===== config.mk =====
export PLATFORM = sky130hd
export DESIGN_NAME = axi_i2s_receiver
export DESIGN_NICKNAME = d
export VERILOG_FILES = /design/src/rtl/axi_i2s_receiver.sv
export SDC_FILE = /design/constraint.sdc
export NUM_CORES = 1
export LEC_CHECK = 0
export BUFFER_PORTS_ARGS = -buffer_cell sky130_fd_sc_hd__buf_2
export CORE_ASPECT_RATIO = 1.4
export CORE_UTILIZATION = 50
export DETAILED_ROUTE_END_ITERATION = 7
export PLACE_DENSITY = 0.69
export SLEW_MARGIN = 10
export SYNTH_ARGS = -nofsm -noshare
export SYNTH_HDL_FRONTEND = slang
export SYNTH_SLANG_ARGS = --single-unit

===== constraint.sdc =====
create_clock -name m_axis_aclk -period 5.1 [get_ports m_axis_aclk]
set_input_delay 1.02 -clock m_axis_aclk [delete_from_list [all_inputs] [get_ports m_axis_aclk]]
set_output_delay 1.02 -clock m_axis_aclk [all_outputs]
set_load 0.01 [all_outputs]

===== src/rtl/axi_i2s_receiver.sv =====
`default_nettype none
// ============================================================================
// Module  : axi_i2s_receiver
// Summary : I2S slave receiver emitting one 2-beat AXI4-Stream packet per stereo frame.
// Rev     : 1.0
// ============================================================================
module axi_i2s_receiver #(
    parameter int C_M_AXIS_TDATA_WIDTH = 32,
    parameter int FIFO_DEPTH           = 4,
    parameter int SYNC_STAGES          = 2
) (
    input  logic                            m_axis_aclk,
    input  logic                            m_axis_aresetn,
    input  logic                            bclk,
    input  logic                            lrclk,
    input  logic                            sdata_in,
    output logic                            m_axis_tvalid,
    input  logic                            m_axis_tready,
    output logic [C_M_AXIS_TDATA_WIDTH-1:0] m_axis_tdata,
    output logic                            m_axis_tlast,
    output logic                            overflow
);
    localparam int W  = C_M_AXIS_TDATA_WIDTH;
    localparam int CW = $clog2(W + 1);
    localparam int AW = (FIFO_DEPTH > 1) ? $clog2(FIFO_DEPTH) : 1;
    localparam logic [CW-1:0] C_CNT_MAX   = CW'(W);
    localparam logic [CW-1:0] C_CNT_TOP   = CW'(W - 1);
    localparam logic [AW:0]   C_FIFO_FULL = (AW + 1)'(FIFO_DEPTH);

    typedef enum logic [1:0] {
        S_IDLE  = 2'd0,
        S_LEFT  = 2'd1,
        S_RIGHT = 2'd2
    } state_t;

    // Reset asserts asynchronously everywhere; release is retimed to aclk.
    logic [1:0] rst_sync_q;
    logic       rst_n;

    always_ff @(posedge m_axis_aclk or negedge m_axis_aresetn) begin
        if (!m_axis_aresetn) rst_sync_q <= 2'b00;
        else                 rst_sync_q <= {rst_sync_q[0], 1'b1};
    end

    assign rst_n = rst_sync_q[1];

    logic [SYNC_STAGES-1:0] bclk_sync_q;
    logic [SYNC_STAGES-1:0] lrclk_sync_q;
    logic [SYNC_STAGES-1:0] sdata_sync_q;
    logic                   bclk_prev_q;
    logic                   bit_stb;
    logic                   ws_cur;
    logic                   d_cur;

    always_ff @(posedge m_axis_aclk or negedge rst_n) begin
        if (!rst_n) begin
            bclk_sync_q  <= '0;
            lrclk_sync_q <= '0;
            sdata_sync_q <= '0;
            bclk_prev_q  <= 1'b0;
        end else begin
            bclk_sync_q  <= {bclk_sync_q[SYNC_STAGES-2:0], bclk};
            lrclk_sync_q <= {lrclk_sync_q[SYNC_STAGES-2:0], lrclk};
            sdata_sync_q <= {sdata_sync_q[SYNC_STAGES-2:0], sdata_in};
            bclk_prev_q  <= bclk_sync_q[SYNC_STAGES-1];
        end
    end

    // lrclk/sdata run through the same depth as bclk, so they line up with the strobe.
    assign bit_stb = bclk_sync_q[SYNC_STAGES-1] & ~bclk_prev_q;
    assign ws_cur  = lrclk_sync_q[SYNC_STAGES-1];
    assign d_cur   = sdata_sync_q[SYNC_STAGES-1];

    logic          ws_prev_q;
    logic          ws_seen_q;
    logic          framed_q;
    logic [W-1:0]  word_q;
    logic [CW-1:0] cnt_q;
    logic          ws_edge;
    logic          cnt_sat;
    logic          word_done;
    logic          word_is_right;
    logic [W-1:0]  word_shift;
    logic [W-1:0]  word_just;

    always_comb begin
        ws_edge       = bit_stb & ws_seen_q & (ws_cur != ws_prev_q);
        cnt_sat       = (cnt_q == C_CNT_MAX);
        word_shift    = {word_q[W-2:0], d_cur};
        // On a ws edge the current bit is the LSB; a saturated word has already kept its MSBs.
        word_just     = cnt_sat ? word_q : (word_shift << (C_CNT_TOP - cnt_q));
        word_done     = ws_edge & framed_q;
        word_is_right = ws_prev_q;
    end

    always_ff @(posedge m_axis_aclk or negedge rst_n) begin
        if (!rst_n) begin
            ws_prev_q <= 1'b0;
            ws_seen_q <= 1'b0;
            framed_q  <= 1'b0;
            word_q    <= '0;
            cnt_q     <= '0;
        end else if (bit_stb) begin
            ws_prev_q <= ws_cur;
            ws_seen_q <= 1'b1;
            if (ws_edge) begin
                word_q   <= '0;
                cnt_q    <= '0;
                framed_q <= 1'b1;
            end else if (!cnt_sat) begin
                word_q <= word_shift;
                cnt_q  <= cnt_q + CW'(1);
            end
        end
    end

    logic          stage_vld_q;
    logic [W-1:0]  stage_data_q;
    logic [W-1:0]  mem_left  [FIFO_DEPTH];
    logic [W-1:0]  mem_right [FIFO_DEPTH];
    logic [AW-1:0] wr_ptr_q;
    logic [AW-1:0] rd_ptr_q;
    logic [AW:0]   count_q;
    logic [AW:0]   count_d;
    logic          overflow_q;
    logic          push_req;
    logic          push;
    logic          pop;
    logic          fifo_full;
    state_t        state_q;
    state_t        state_d;

    always_comb begin
        push_req  = word_done & word_is_right & stage_vld_q;
        pop       = (state_q == S_RIGHT) & m_axis_tready;
        fifo_full = (count_q == C_FIFO_FULL);
        // A full FIFO still accepts the frame when the right beat frees the head slot this cycle.
        push      = push_req & (~fifo_full | pop);
        count_d   = count_q;
        if (push && !pop)      count_d = count_q + (AW + 1)'(1);
        else if (!push && pop) count_d = count_q - (AW + 1)'(1);
    end

    always_ff @(posedge m_axis_aclk) begin
        if (push) begin
            mem_left[wr_ptr_q]  <= stage_data_q;
            mem_right[wr_ptr_q] <= word_just;
        end
    end

    always_ff @(posedge m_axis_aclk or negedge rst_n) begin
        if (!rst_n) begin
            stage_vld_q  <= 1'b0;
            stage_data_q <= '0;
            wr_ptr_q     <= '0;
            rd_ptr_q     <= '0;
            count_q      <= '0;
            overflow_q   <= 1'b0;
            state_q      <= S_IDLE;
        end else begin
            if (word_done) begin
                if (!word_is_right) begin
                    stage_vld_q  <= 1'b1;
                    stage_data_q <= word_just;
                end else begin
                    stage_vld_q  <= 1'b0;
                end
            end
            if (push)            wr_ptr_q   <= wr_ptr_q + AW'(1);
            if (pop)             rd_ptr_q   <= rd_ptr_q + AW'(1);
            if (push_req && !push) overflow_q <= 1'b1;
            count_q <= count_d;
            state_q <= state_d;
        end
    end

    always_comb begin
        state_d       = state_q;
        m_axis_tvalid = 1'b0;
        m_axis_tlast  = 1'b0;
        m_axis_tdata  = '0;
        case (state_q)
            S_IDLE: begin
                if (count_q != '0) state_d = S_LEFT;
            end
            S_LEFT: begin
                m_axis_tvalid = 1'b1;
                m_axis_tdata  = mem_left[rd_ptr_q];
                if (m_axis_tready) state_d = S_RIGHT;
            end
            S_RIGHT: begin
                m_axis_tvalid = 1'b1;
                m_axis_tlast  = 1'b1;
                m_axis_tdata  = mem_right[rd_ptr_q];
                if (m_axis_tready) state_d = (count_d != '0) ? S_LEFT : S_IDLE;
            end
            default: state_d = S_IDLE;
        endcase
    end

    assign overflow = overflow_q;

endmodule
`default_nettype wire


==> results.tsv <==
stage	metric	value	unit
global_routing	largest net degree at the start of global routing	65	
detailed_routing	Final ANT Viol Nets	0	
cells_and_area	# diodes	0	
cells_and_area	share of cells above drive strength 1	23.59	%
detailed_routing	Routed wire per std cell	25.04	um
yosys	async set-reset flop share out of synthesis	26.65	%
sta	final setup vio count	0	
detailed_routing	DRT Pass-1 Iters	8	
yosys	Synth Flop Type	edfxtp_1	
clock_tree	clock-pin slew on the worst setup and hold paths	0.06	ns
yosys	average size of a mapped cell	15.13	um^2
sta	Max Clk Rate	258.0	MHz
placement	Placed Cells	1430	
clock_tree	CTS tree	done	
placement	Post-DP HPWL	24250	um
cells_and_area	Fillers	2426	
setup_path	Reg-to-Reg End	stage_data_q[20]	
cells_and_area	final std cells w/o fill	1492	
clock_tree	hold_buf cts	0	
setup_path	startpoint types	flop	
floorplan	Die Ht	213.0	um
sta	WHS	0.2770	ns
power_and_ir_drop	Lkg Pwr	6.335	nW
clock_tree	CTS Buf Count	34	
yosys	YS warnings	0	
global_routing	first-pass GRT wire length	57280	um
cells_and_area	core occupancy in the finished layout	56.60	%
placement	GPL Wtd Cong	0.9531	
power_and_ir_drop	pwr dens	469.5	nW/um^2
cells_and_area	Area growth syn-to-layout	10.35	%
yosys	Seq cells post-synth	349	
cells_and_area	Post-layout nets	1096	
detailed_routing	routed vias/inst	6.229	
clock_tree	H-tree levels	2	
floorplan	I/O pin count	41	
clock_tree	clock root cell	clkbuf_16	
hold_path	Hold WC Path Type	primary input to async pin	
clock_tree	Resized Gates After CTS	0	
yosys	Synth top area share	48.34	%
detailed_routing	DR vias	9293	
yosys	Synth area leader	edfxtp_1	
sta	Clock Skew	0.01855	ns
yosys	Netlist cell types	69	
yosys	netlist area before placement	15900	um^2
outcome	failing checks	DRC	
sta	fin crit share	76.00	%
sta	Setup TNS Final	0	ns
sta	Final Slew Violations	0	
setup_path	Worst R2R Start	cnt_q[0]	
setup_path	R2R setup slack	1.65	ns
setup_path	Reg2Reg Depth	7	
cells_and_area	area taken by multi-input logic gates	5487	um^2
global_routing	GRT Total Usage	23.72	%
outcome	outcome	finished, violations left	
setup_path	Crit Path Category	flop to output pin	
clock_tree	Max clock buf depth	3	
floorplan	row cnt	76	
global_routing	vias in the first global route	9285	
sta	slew margin rel.	23.44	%
setup_path	Worst setup EP type	output pin	
floorplan	Die ar.	32530	um^2
floorplan	Starting Density	51.30	%
cells_and_area	Storage cell area	10020	um^2
global_routing	initial antenna violation count	0	
floorplan	Die Wd	152.7	um
yosys	number of synthesized flops with an enable pin	256	
global_routing	remaining global-route overflow	0	
clock_tree	post-CTS setup buffer count	0	
yosys	share of the yosys chip area belonging to registers	62.98	%
setup_path	Req. time, crit path	4.08	ns
clock_tree	clock sink total	349	
detailed_routing	# DRC	2	
setup_path	largest fanout on the critical path	41	
power_and_ir_drop	worst vdd ir	0.0003041	V
detailed_routing	Iter 0 DRT Violations	790	
yosys	leading post-synthesis cells by cell area	edfxtp_1, dfrtp_1, mux4_2	
clock_tree	clock latency on the worst-skew pair	0.52	ns
placement	Port Buffers	40	
sta	min Tclk post-route	3.876	ns
floorplan	Core Region	31000	um^2
sta	Slew @ Worst Pin	1.148	ns
setup_path	Critical Path AT	2.86	ns
yosys	Syn Nets	1071	
sta	Final Hold Vio Count	0	
run	max_cap viols	0	
sta	RSZ-0062 raised after global routing	false	
detailed_routing	DRT Wirelength	37360	um
yosys	Synth Instances	1051	
per-stage QoR:
stage | setup slack [ns] | total power [mW] | cell area (um^2)
after global routing | 1.000 | 8.613 | 17550
final | 1.224 | 8.238 | 17550
after CTS | 1.086 | 8.323 | 17550
after floorplan | 1.568 | 5.257 | 15900
after detailed placement | 1.649 | 5.897 | 16450
after global placement | 1.656 | 5.864 | 16450
placed cells by master (no fill, tap or decap), types with 3 or more instances in the layout:
cell,count
inv_1,15
a31oi_1,10
a32o_1,6
a22o_1,8
clkbuf_16,35
and4b_1,3
o211ai_1,4
o21ai_0,16
mux4_2,89
nor2_1,27
or3_1,3
mux2i_1,22
and2_1,6
ha_1,13
o31ai_1,5
clkinv_1,8
clkbuf_1,7
clkinv_2,6
a2111oi_0,3
buf_2,40
xnor2_1,9
a21o_1,7
buf_4,19
mux4_1,3
a211oi_1,3
dfrtp_1,89
a22oi_1,38
nand3_1,7
nor2b_1,42
nand2_1,137
mux2_2,38
and2_2,3
a21oi_1,50
clkbuf_8,5
edfxtp_1,256
nand2b_1,6
and3_1,4
o22ai_1,6
worst max path at each step:
| stage | startpoint | endpoint | slack, ns | cells past startpoint |
|---|---|---|---|---|
| final | rd_ptr_q[0] | m_axis_tdata[13] | 1.22 | 5 |
| after floorplan | state_q[0] | mem_left[0][0] | 1.57 | 6 |
| after detailed placement | rd_ptr_q[0] | m_axis_tdata[28] | 1.65 | 5 |
| after CTS | rd_ptr_q[0] | m_axis_tdata[28] | 1.09 | 5 |
| after global placement | rd_ptr_q[0] | m_axis_tdata[28] | 1.66 | 5 |
| after global routing | rd_ptr_q[0] | m_axis_tdata[28] | 1.00 | 5 |
cell type report:
type | count | share of cell area, %
multi-input combinational | 611 | 31.27
clock inverter | 15 | 0.6988
timing repair buffer | 61 | 2.182
clock buffer | 47 | 5.533
sequential | 349 | 57.13
tap | 390 | 2.781
inverter | 19 | 0.4064
layer usage:
metal | global-route usage (%) | wire length, um | share of wire [%] | up-vias
met5 | 0 | 0 | 0 | -
met4 | 11.42 | 1635 | 4.4 | 0
met3 | 2.943 | 1469 | 3.9 | 79
met2 | 40.00 | 18970 | 51 | 272
met1 | 30.82 | 15290 | 41 | 4807
li1 | - | - | - | 4135
report_power, final:
part	total (mW)	switching (mW)	internal [mW]	leakage, nW
clock network	2.42	1.03	1.39	0.541
logic	2.26	1.17	1.08	2.18
registers	3.56	0.336	3.22	3.61
total	8.24	2.54	5.70	6.33
sequential cells by signal, indices dropped and copies added (netlist names), 3 cells and up:
register	cells
count_q	3
cnt_q	6
word_q	32
stage_data_q	32
mem_right	128
mem_left	128
synthesized netlist by cell type, types with 3 or more instances:
library cell  count
a22oi_1          38
mux4_2           89
o22ai_1           6
and3_1            4
nor2_1           27
ha_1             14
nor2b_1          42
a2111oi_0         3
clkinv_1          3
buf_1            12
edfxtp_1        256
nand2b_1          6
nand2_1         137
o21ai_0          16
clkbuf_1         41
mux4_1            3
a31oi_1          10
mux2i_1          22
a21o_1            7
a32o_1            6
inv_1            15
a21oi_1          51
a211oi_1          3
nand3_1           7
or3_1             3
and2_1           10
buf_2            14
o31ai_1           5
o211ai_1          4
and4b_1           3
a22o_1            8
xnor2_1           9
dfrtp_1          93
mux2_2           38
worst max-delay path: stages, from the launching register on:
cell     delay [ns]
dfrtp_4        0.97
buf_4          0.34
mux4_2         0.52
a22oi_1        0.25
nor2b_1        0.07
buf_2          0.14
kinds of logic (layout without fill, tap and decap cells):
family                     after synthesis  count (layout)  share of synthesized area (%)
buffers and inverters                   91             142                          2.604
AOI/OAI and AO/OA                      180             180                          7.821
DFF                                    349             349                          62.98
other                                    1               1                        0.02358
xor gates and xnor gates                10              10                         0.5508
muxes                                  155             155                          17.44
adders and majority gates               14              14                          1.102
and+or+nand+nor                        251             251                          7.483
Power figures use the tool's default switching activity.
